[src/rtl/cpu_pkg.sv]
// cpu_pkg
//   Shared defaults for the CPU front end and the fetch FSM state encoding.
//   ADDR_WIDTH / DATA_WIDTH : PC and instruction widths
//   MEM_DEPTH               : number of valid instruction words (PCs 0..MEM_DEPTH-1)
//   RESET_PC                : PC loaded on reset
package cpu_pkg;

  localparam int          ADDR_WIDTH = 32;
  localparam int          DATA_WIDTH = 32;
  localparam int          MEM_DEPTH  = 11;
  localparam logic [31:0] RESET_PC   = 32'd0;

  typedef enum logic [1:0] {
    FS_IDLE  = 2'd0,
    FS_FETCH = 2'd1,
    FS_HALT  = 2'd2
  } fetch_state_e;

endpackage

[src/rtl/fetch_controller_if.sv]
// fetch_controller_if
//   Bundles the instruction-memory port, the decode handshake and the
//   redirect request seen by fetch_controller.
//   master : fetch side (drives address and the decode output)
//   slave  : memory/decode/branch side
interface fetch_controller_if #(
  parameter int ADDR_WIDTH = cpu_pkg::ADDR_WIDTH,
  parameter int DATA_WIDTH = cpu_pkg::DATA_WIDTH
);

  // instruction memory (combinational read)
  logic [ADDR_WIDTH-1:0] imem_address;
  logic [DATA_WIDTH-1:0] imem_instruction;

  // decode handshake
  logic                  out_valid;
  logic                  out_ready;
  logic [DATA_WIDTH-1:0] out_instr;
  logic [ADDR_WIDTH-1:0] out_pc;

  // branch / jump redirect
  logic                  redirect_valid;
  logic [ADDR_WIDTH-1:0] redirect_pc;

  modport master (
    output imem_address, out_valid, out_instr, out_pc,
    input  imem_instruction, out_ready, redirect_valid, redirect_pc
  );

  modport slave (
    input  imem_address, out_valid, out_instr, out_pc,
    output imem_instruction, out_ready, redirect_valid, redirect_pc
  );

endinterface

[src/rtl/fetch_buffer.sv]
// fetch_buffer
//   Two-entry FIFO of packed {pc, instr}. Head is always entry 0, so dout_o
//   comes straight from a register.
//   clk, reset_n : clock, async active-low reset
//   push_i       : write din_i (ignored if no slot is free after this cycle's pop)
//   pop_i        : drop the head (ignored when empty)
//   flush_i      : empty the FIFO; overrides push/pop
//   din_i/dout_o : entry in / head entry out
//   count_o      : occupancy 0..2
module fetch_buffer #(
  parameter int W = 64
) (
  input  logic         clk,
  input  logic         reset_n,
  input  logic         push_i,
  input  logic         pop_i,
  input  logic         flush_i,
  input  logic [W-1:0] din_i,
  output logic [W-1:0] dout_o,
  output logic [1:0]   count_o
);

  logic [W-1:0] e0_q, e1_q;
  logic [1:0]   cnt_q;
  logic [1:0]   cnt_ap;   // occupancy after this cycle's pop
  logic         pop_ok, push_ok;

  assign pop_ok  = pop_i && (cnt_q != 2'd0);
  assign cnt_ap  = cnt_q - {1'b0, pop_ok};
  assign push_ok = push_i && (cnt_ap != 2'd2);

  always_ff @(posedge clk or negedge reset_n) begin
    if (!reset_n) begin
      e0_q  <= '0;
      e1_q  <= '0;
      cnt_q <= 2'd0;
    end else if (flush_i) begin
      cnt_q <= 2'd0;
    end else begin
      // shift second entry to head when the full buffer pops
      if (pop_ok && cnt_q == 2'd2) e0_q <= e1_q;
      // new entry lands in the first free slot after the pop
      if (push_ok) begin
        if (cnt_ap == 2'd0) e0_q <= din_i;
        else                e1_q <= din_i;
      end
      cnt_q <= cnt_ap + {1'b0, push_ok};
    end
  end

  assign dout_o  = e0_q;
  assign count_o = cnt_q;

endmodule

[src/rtl/fetch_controller.sv]
// fetch_controller
//   Owns the PC in front of a combinational instruction memory. Fetches one
//   word per cycle into a 2-entry buffer and hands them to decode over
//   valid/ready. Handles start, redirect with flush, and halts once the PC
//   runs past MEM_DEPTH-1. A redirect to an out-of-range target sets a
//   sticky fault and halts.
//   clk, reset_n  : clock, async active-low reset
//   start         : one-cycle pulse, IDLE -> FETCH
//   bus (master)  : imem address/data, decode out_* handshake, redirect_*
//   halted        : FSM is in HALT
//   fault         : sticky, redirect target was out of range
module fetch_controller #(
  parameter int                    ADDR_WIDTH = cpu_pkg::ADDR_WIDTH,
  parameter int                    DATA_WIDTH = cpu_pkg::DATA_WIDTH,
  parameter int                    MEM_DEPTH  = cpu_pkg::MEM_DEPTH,
  parameter logic [ADDR_WIDTH-1:0] RESET_PC   = ADDR_WIDTH'(cpu_pkg::RESET_PC)
) (
  input  logic                clk,
  input  logic                reset_n,
  input  logic                start,
  fetch_controller_if.master  bus,
  output logic                halted,
  output logic                fault
);
  import cpu_pkg::*;

  localparam int                    EW    = ADDR_WIDTH + DATA_WIDTH;
  localparam logic [ADDR_WIDTH-1:0] DEPTH = ADDR_WIDTH'(MEM_DEPTH);

  fetch_state_e          state_q, state_d;
  logic [ADDR_WIDTH-1:0] pc_q, pc_d;
  logic                  fault_q, fault_d;
  logic                  redir, pop, push;
  logic [1:0]            count;
  logic [EW-1:0]         head;

  // redirect is only honoured once running; it flushes and kills any pop
  assign redir = bus.redirect_valid && (state_q != FS_IDLE);
  assign pop   = bus.out_valid && bus.out_ready && !redir;

  always_comb begin
    state_d = state_q;
    pc_d    = pc_q;
    fault_d = fault_q;
    push    = 1'b0;
    case (state_q)
      FS_IDLE: begin
        if (start) state_d = FS_FETCH;
      end
      FS_FETCH: begin
        if (redir) begin
          pc_d = bus.redirect_pc;
          if (bus.redirect_pc >= DEPTH) begin
            fault_d = 1'b1;
            state_d = FS_HALT;
          end
        end else if (pc_q >= DEPTH) begin
          state_d = FS_HALT;
        end else if (count != 2'd2 || pop) begin
          // full buffer still accepts when the head leaves this cycle
          push = 1'b1;
          pc_d = pc_q + ADDR_WIDTH'(1);
        end
      end
      FS_HALT: begin
        if (redir) begin
          if (bus.redirect_pc >= DEPTH) begin
            fault_d = 1'b1;
          end else begin
            pc_d    = bus.redirect_pc;
            state_d = FS_FETCH;
          end
        end
      end
      default: state_d = FS_IDLE;
    endcase
  end

  always_ff @(posedge clk or negedge reset_n) begin
    if (!reset_n) begin
      state_q <= FS_IDLE;
      pc_q    <= RESET_PC;
      fault_q <= 1'b0;
    end else begin
      state_q <= state_d;
      pc_q    <= pc_d;
      fault_q <= fault_d;
    end
  end

  fetch_buffer #(.W(EW)) u_buf (
    .clk     (clk),
    .reset_n (reset_n),
    .push_i  (push),
    .pop_i   (pop),
    .flush_i (redir),
    .din_i   ({pc_q, bus.imem_instruction}),
    .dout_o  (head),
    .count_o (count)
  );

  assign bus.imem_address = pc_q;
  assign bus.out_valid    = (count != 2'd0);
  assign bus.out_pc       = head[EW-1:DATA_WIDTH];
  assign bus.out_instr    = head[DATA_WIDTH-1:0];
  assign halted           = (state_q == FS_HALT);
  assign fault            = fault_q;

endmodule

[src/flat_wrapper.sv]
// flat-port wrapper written by rule: the top's interface ports become plain ports
module fetch_controller_flat import cpu_pkg::*;
#(
  parameter int                    ADDR_WIDTH = cpu_pkg::ADDR_WIDTH,
  parameter int                    DATA_WIDTH = cpu_pkg::DATA_WIDTH,
  parameter int                    MEM_DEPTH  = cpu_pkg::MEM_DEPTH,
  parameter logic [ADDR_WIDTH-1:0] RESET_PC   = ADDR_WIDTH'(cpu_pkg::RESET_PC)
)
  (clk, reset_n, start, halted, fault, bus_imem_address, bus_out_valid, bus_out_instr, bus_out_pc, bus_imem_instruction, bus_out_ready, bus_redirect_valid, bus_redirect_pc);
  fetch_controller_if #(.ADDR_WIDTH(ADDR_WIDTH), .DATA_WIDTH(DATA_WIDTH)) bus_i ();
  input  logic clk;
  input  logic reset_n;
  input  logic start;
  output logic halted;
  output logic fault;
  output wire logic [$bits(bus_i.imem_address)-1:0] bus_imem_address;
  output wire logic [$bits(bus_i.out_valid)-1:0] bus_out_valid;
  output wire logic [$bits(bus_i.out_instr)-1:0] bus_out_instr;
  output wire logic [$bits(bus_i.out_pc)-1:0] bus_out_pc;
  input wire logic [$bits(bus_i.imem_instruction)-1:0] bus_imem_instruction;
  input wire logic [$bits(bus_i.out_ready)-1:0] bus_out_ready;
  input wire logic [$bits(bus_i.redirect_valid)-1:0] bus_redirect_valid;
  input wire logic [$bits(bus_i.redirect_pc)-1:0] bus_redirect_pc;
  assign bus_imem_address = bus_i.imem_address;
  assign bus_out_valid = bus_i.out_valid;
  assign bus_out_instr = bus_i.out_instr;
  assign bus_out_pc = bus_i.out_pc;
  assign bus_i.imem_instruction = bus_imem_instruction;
  assign bus_i.out_ready = bus_out_ready;
  assign bus_i.redirect_valid = bus_redirect_valid;
  assign bus_i.redirect_pc = bus_redirect_pc;
  fetch_controller #(.ADDR_WIDTH(ADDR_WIDTH), .DATA_WIDTH(DATA_WIDTH), .MEM_DEPTH(MEM_DEPTH), .RESET_PC(RESET_PC)) u_core (.clk(clk), .reset_n(reset_n), .start(start), .bus(bus_i), .halted(halted), .fault(fault));
endmodule
[config.mk]
export PLATFORM = sky130hd
export DESIGN_NAME = fetch_controller_flat
export DESIGN_NICKNAME = d
export VERILOG_FILES = /design/src/rtl/cpu_pkg.sv /design/src/rtl/fetch_controller_if.sv /design/src/rtl/fetch_buffer.sv /design/src/rtl/fetch_controller.sv /design/src/flat_wrapper.sv
export SDC_FILE = /design/constraint.sdc
export NUM_CORES = 1
export LEC_CHECK = 0
export BUFFER_PORTS_ARGS = -buffer_cell sky130_fd_sc_hd__buf_2
export CAP_MARGIN = 10
export CORE_ASPECT_RATIO = 2
export CORE_MARGIN = 2
export CORE_UTILIZATION = 54
export CTS_CLUSTER_DIAMETER = 120
export CTS_CLUSTER_SIZE = 10
export DETAILED_ROUTE_END_ITERATION = 8
export PLACE_DENSITY = 0.8
export SYNTH_ARGS = -nofsm -noshare
export SYNTH_HDL_FRONTEND = slang
export SYNTH_SLANG_ARGS = --single-unit
[constraint.sdc]
create_clock -name clk -period 3.3 [get_ports clk]
set_clock_uncertainty 0.1 [all_clocks]
set_input_delay 0.33 -clock clk [delete_from_list [all_inputs] [get_ports clk]]
set_output_delay 0.33 -clock clk [all_outputs]
set_load 0.01 [all_outputs]
==> impl_summary.txt <==
----------------------------------------------------
[Setup path]
  Cell type of the slowest stage on the worst timing path ... sky130_fd_sc_hd__buf_4
  Critical Path Max Stage Delay ... 0.67 ns
  Required time of the critical path ... 3.50 ns
  Worst path cell trace ... inv_1 -> ha_1 -> nand2b_1 -> and3_1 -> ha_1 -> nand3b_1 -> buf_4 -> mux2_2
  CP dominant cell by count ... sky130_fd_sc_hd__ha_1
  Crit end category ... flip-flop
  Largest fanout of any net on the critical path ... 65
  Critical path start-end classification ... reg -> reg
  Worst path arrival time ... 3.16 ns
  CP Launch Type ... flip-flop

[Synth]
  Proportion of synthesized chip area in sequential cells ... 54.9%
  Synth Warn # ... 0
  Post-synthesis net count ... 852
  Cells taking the most area after synthesis ... sky130_fd_sc_hd__dfrtp_1 55%, sky130_fd_sc_hd__nand2_1 8.3%, sky130_fd_sc_hd__a21oi_1 5.3%, sky130_fd_sc_hd__mux2_4 4.2%, sky130_fd_sc_hd__a31oi_1 3.7%
  Fraction of post-synthesis cell area in the top cell type by area ... 54.9%
  Dominant synthesized flop cell ... sky130_fd_sc_hd__dfrtp_1
  Count of mapped cells out of synthesis ... 778
  Count of cell types in the netlist ... 49
  Leading area contributor after synthesis ... sky130_fd_sc_hd__dfrtp_1
  Syn Area/Cell ... 9.67 sq um
  Number of register bits inferred by synthesis ... 165
  Post-synth ARST share ... 100%
  Number of enable flip-flop cells after synthesis ... 0
  Post-synthesis instance area ... 7520 sq um

[STA]
  Fin crit share ... 89.7%
  Max frequency ... 338 MHz
  Setup repair after global routing missed its margin ... false
  Remaining max-slew budget at the tightest pin ... 43.4%
  Minimum clock period after layout ... 2.96 ns
  Max-slew violations ... 0
  Setup tns final ... 0 ns
  Final count of negative-setup-slack endpoints ... 0
  Slew of the pin with the lowest slew margin ... 0.849 ns
  Final Hold Fails ... 0

[Global routing]
  Antenna violations before repair ... 1
  Met1 track utilization from global routing ... 35.6%
  GRT met2 Usage ... 41.4%
  First-pass GRT wire length ... 30800 microns
  Grt peak-use layer ... met2
  Total routing usage reported by global routing ... 26.1%
  Met3 global-route usage ... 4.58%
  Via count of the first global-routing pass ... 6203
  Total overflow reported by the global router ... 0
  Maximum number of pins on one net before global-route repair ... 85

[CTS]
  Number of clock sinks ... 165
  Maximum buffer depth of the clock tree ... 2
  Clock transition at the registers of the reported paths ... 0.07 ns
  Clock Latency Late Sink ... 0.42 ns
  Clock Tree Root ... sky130_fd_sc_hd__clkbuf_16
  CTS buffer count ... 17
  H-tree depth ... 4
  CTS tree ... built
  Post CTS Setup Buffer Count ... 0

[Routing]
  Post-route DRC violation count ... 0
  Drt first pass iters ... 5
  Via Count ... 6400
  Vias per inst ... 5.83
  Starting DRT DRC Count ... 356
  Routed WL ... 18600 microns
  Remaining number of nets flagged by the antenna check after routing ... 0
  DR WL/cell ... 17.0 microns

[Job]
  Number of max-cap violations ... 0

[Cells and area]
  Share of the core filled with cells ... 66.5%
  Fin nets ... 1001
  Fillers ... 1068
  Share of post-route cells with drive strength above 1 ... 27.1%
  Layout Cell Area excl Fill ... 9140 sq um
  Number of standard cells in the final layout excluding fillers ... 1098
  Area grow syn2layout ... 21.5%

[Placed design]
  Count of port buffers added during placement ... 167
  Instance area at placement ... 8480 sq um
  Detail Placement HPWL ... 12400 microns
  Final weighted congestion of routability-driven global placement ... 0.944
  Total placed cells including tap cells ... 1064

[Power]
  Internal power summed over all cells ... 3.74 mW
  IR drop worst, VDD ... 396 uV
  Switching Power ... 1.35 mW
  Part of the total power dissipated in sequential elements ... 47.1%
  Portion of total power attributed to the clock network ... 42.6%
  Power after layout ... 5.08 mW
  Sw Share ... 26.5%
  Power per cell area ... 556 nW/um^2
  Pleak ... 4.60 nW
  Combinational share of power ... 10.3%

[Die]
  FP Rows ... 61
  Area inside the core boundary ... 13700 sq um
  Initial Utilization ... 54.8%
  Count of pins on the block boundary ... 168
  Width of the die ... 87.5 microns
  Overall die area ... 15000 sq um
  Chip Height ... 171 microns

[Worst hold path]
  Class of the tightest hold or removal check ... in -> reg

[Status]
  Result of the run ... complete, no violations

----------------------------------------------------
-- Yosys cell counts, drive strengths merged (2+ instances only) --
cell	count
a21o	2
nor2	52
clkbuf	39
a31oi	44
ha	5
and4	7
nand2	167
nand3b	2
nor4	17
and4b	3
nand2b	4
a21oi	80
and2	31
inv	7
dfrtp	165
a2bb2oi	2
xnor2	2
mux2	36
nand3	18
and3	6
nor4b	2
o21ai	37
nand4	10
buf	13
o22ai	6
nor3	3
or2	2
-- per-stage QoR --
stage	worst slack [ns]	hold slack, ns
after floorplan	0.841	-0.0656
after global placement	0.471	0.339
after detailed placement	0.337	0.339
after CTS	0.339	0.0406
after global routing	0.166	0.0469
final	0.341	0.0528
-- cell families (layout without fill, tap and decap cells) --
group	Yosys count	count (layout)	share of synthesized area, %
AOI/OAI and AO/OA	182	182	13.7
muxes	37	37	6.57
xor gates and xnor gates	2	2	0.233
buffers and inverters	59	221	3.44
DFF	165	165	54.9
other	0	1	0
adders and majority gates	5	5	0.831
and+or+nand+nor	328	328	20.3
-- critical path, delay by kind of cell, from the launching register on --
| family | cells | cell delay [ns] |
|---|---|---|
| AND/OR/NAND/NOR | 3 | 0.61 |
| buffers and inverters | 2 | 0.75 |
| flip-flops | 1 | 0.37 |
| multiplexers | 1 | 0.42 |
| adder cells (fa/ha/maj) | 2 | 0.57 |
-- cell usage in the layout (no fill, tap or decap), drive strengths merged, types with 2 or more instances in the layout --
cell type	Yosys	layout
a21oi	80	80
and2	31	31
nor4	17	17
and3	6	6
nor3	3	3
dfrtp	165	165
or2	2	2
nand2	167	167
nand4	10	10
buf	13	181
clkinv	0	3
bufinv	0	5
nand3b	2	2
and4	7	7
a21o	2	2
nand3	18	18
xnor2	2	2
clkbuf	39	20
inv	7	8
clkinvlp	0	3
o22ai	6	6
a2bb2oi	2	2
and4b	3	3
nand2b	4	4
nor2	52	52
mux2	36	36
ha	5	5
a31oi	44	44
nor4b	2	2
o21ai	37	37
-- power by group through the flow --
stage	combinational, mW	sequential, mW	clock, mW
finish	0.521	2.39	2.17
global route	0.579	2.42	2.28
CTS	0.526	2.38	2.20
detailed placement	0.521	2.42	0
global placement	0.509	2.41	0
floorplan	0.215	2.39	0
-- layout make-up --
cell class	count	area [sq um]	area share, %
tap	157	196	2.15
antenna	1	2.50	0.0274
sequential	165	4130	45.2
clock inverter	12	200	2.19
inverter	7	26.3	0.287
clock buffer	20	447	4.89
multi-input combinational	554	3150	34.4
timing repair buffer	182	995	10.9
-- sequential cells by signal, indices dropped and copies added, names as in the netlist --
signal,cells
u_core.u_buf.e1_q,64
u_core.u_buf.count_o,2
u_core.bus.imem_address,32
u_core.state_q,2
u_core.u_buf.dout_o,64
u_core.fault,1
-- final timing paths --
path                                    startpoint  cells after the start                      end  slack [ns]
hold reg to reg                       u_core.fault                      1             u_core.fault        0.36
hold / removal             bus_imem_instruction[8]                      2     u_core.u_buf.e1_q[8]        0.05
setup reg to reg                 u_core.state_q[0]                      8    u_core.u_buf.e1_q[11]        0.34
max in group asynchronous                  reset_n                      3  u_core.u_buf.dout_o[56]        1.74
setup / recovery                 u_core.state_q[0]                      8    u_core.u_buf.e1_q[11]        0.34
min in group asynchronous                  reset_n                      2    u_core.u_buf.e1_q[16]        0.45
-- metal layers --
layer / part of all wire [%] / vias up
met2: 49 / 270
met5: 0 / -
met1: 42 / 3082
met4: 1.9 / 0
li1: - / 3019
met3: 7.0 / 29
-- what timing repair did --
item,4_1_cts,5_1_grt
hold buffers,1,0
endpoints found under the hold margin,82,0
gates resized for setup,0,0
Power figures use the tool's default switching activity.
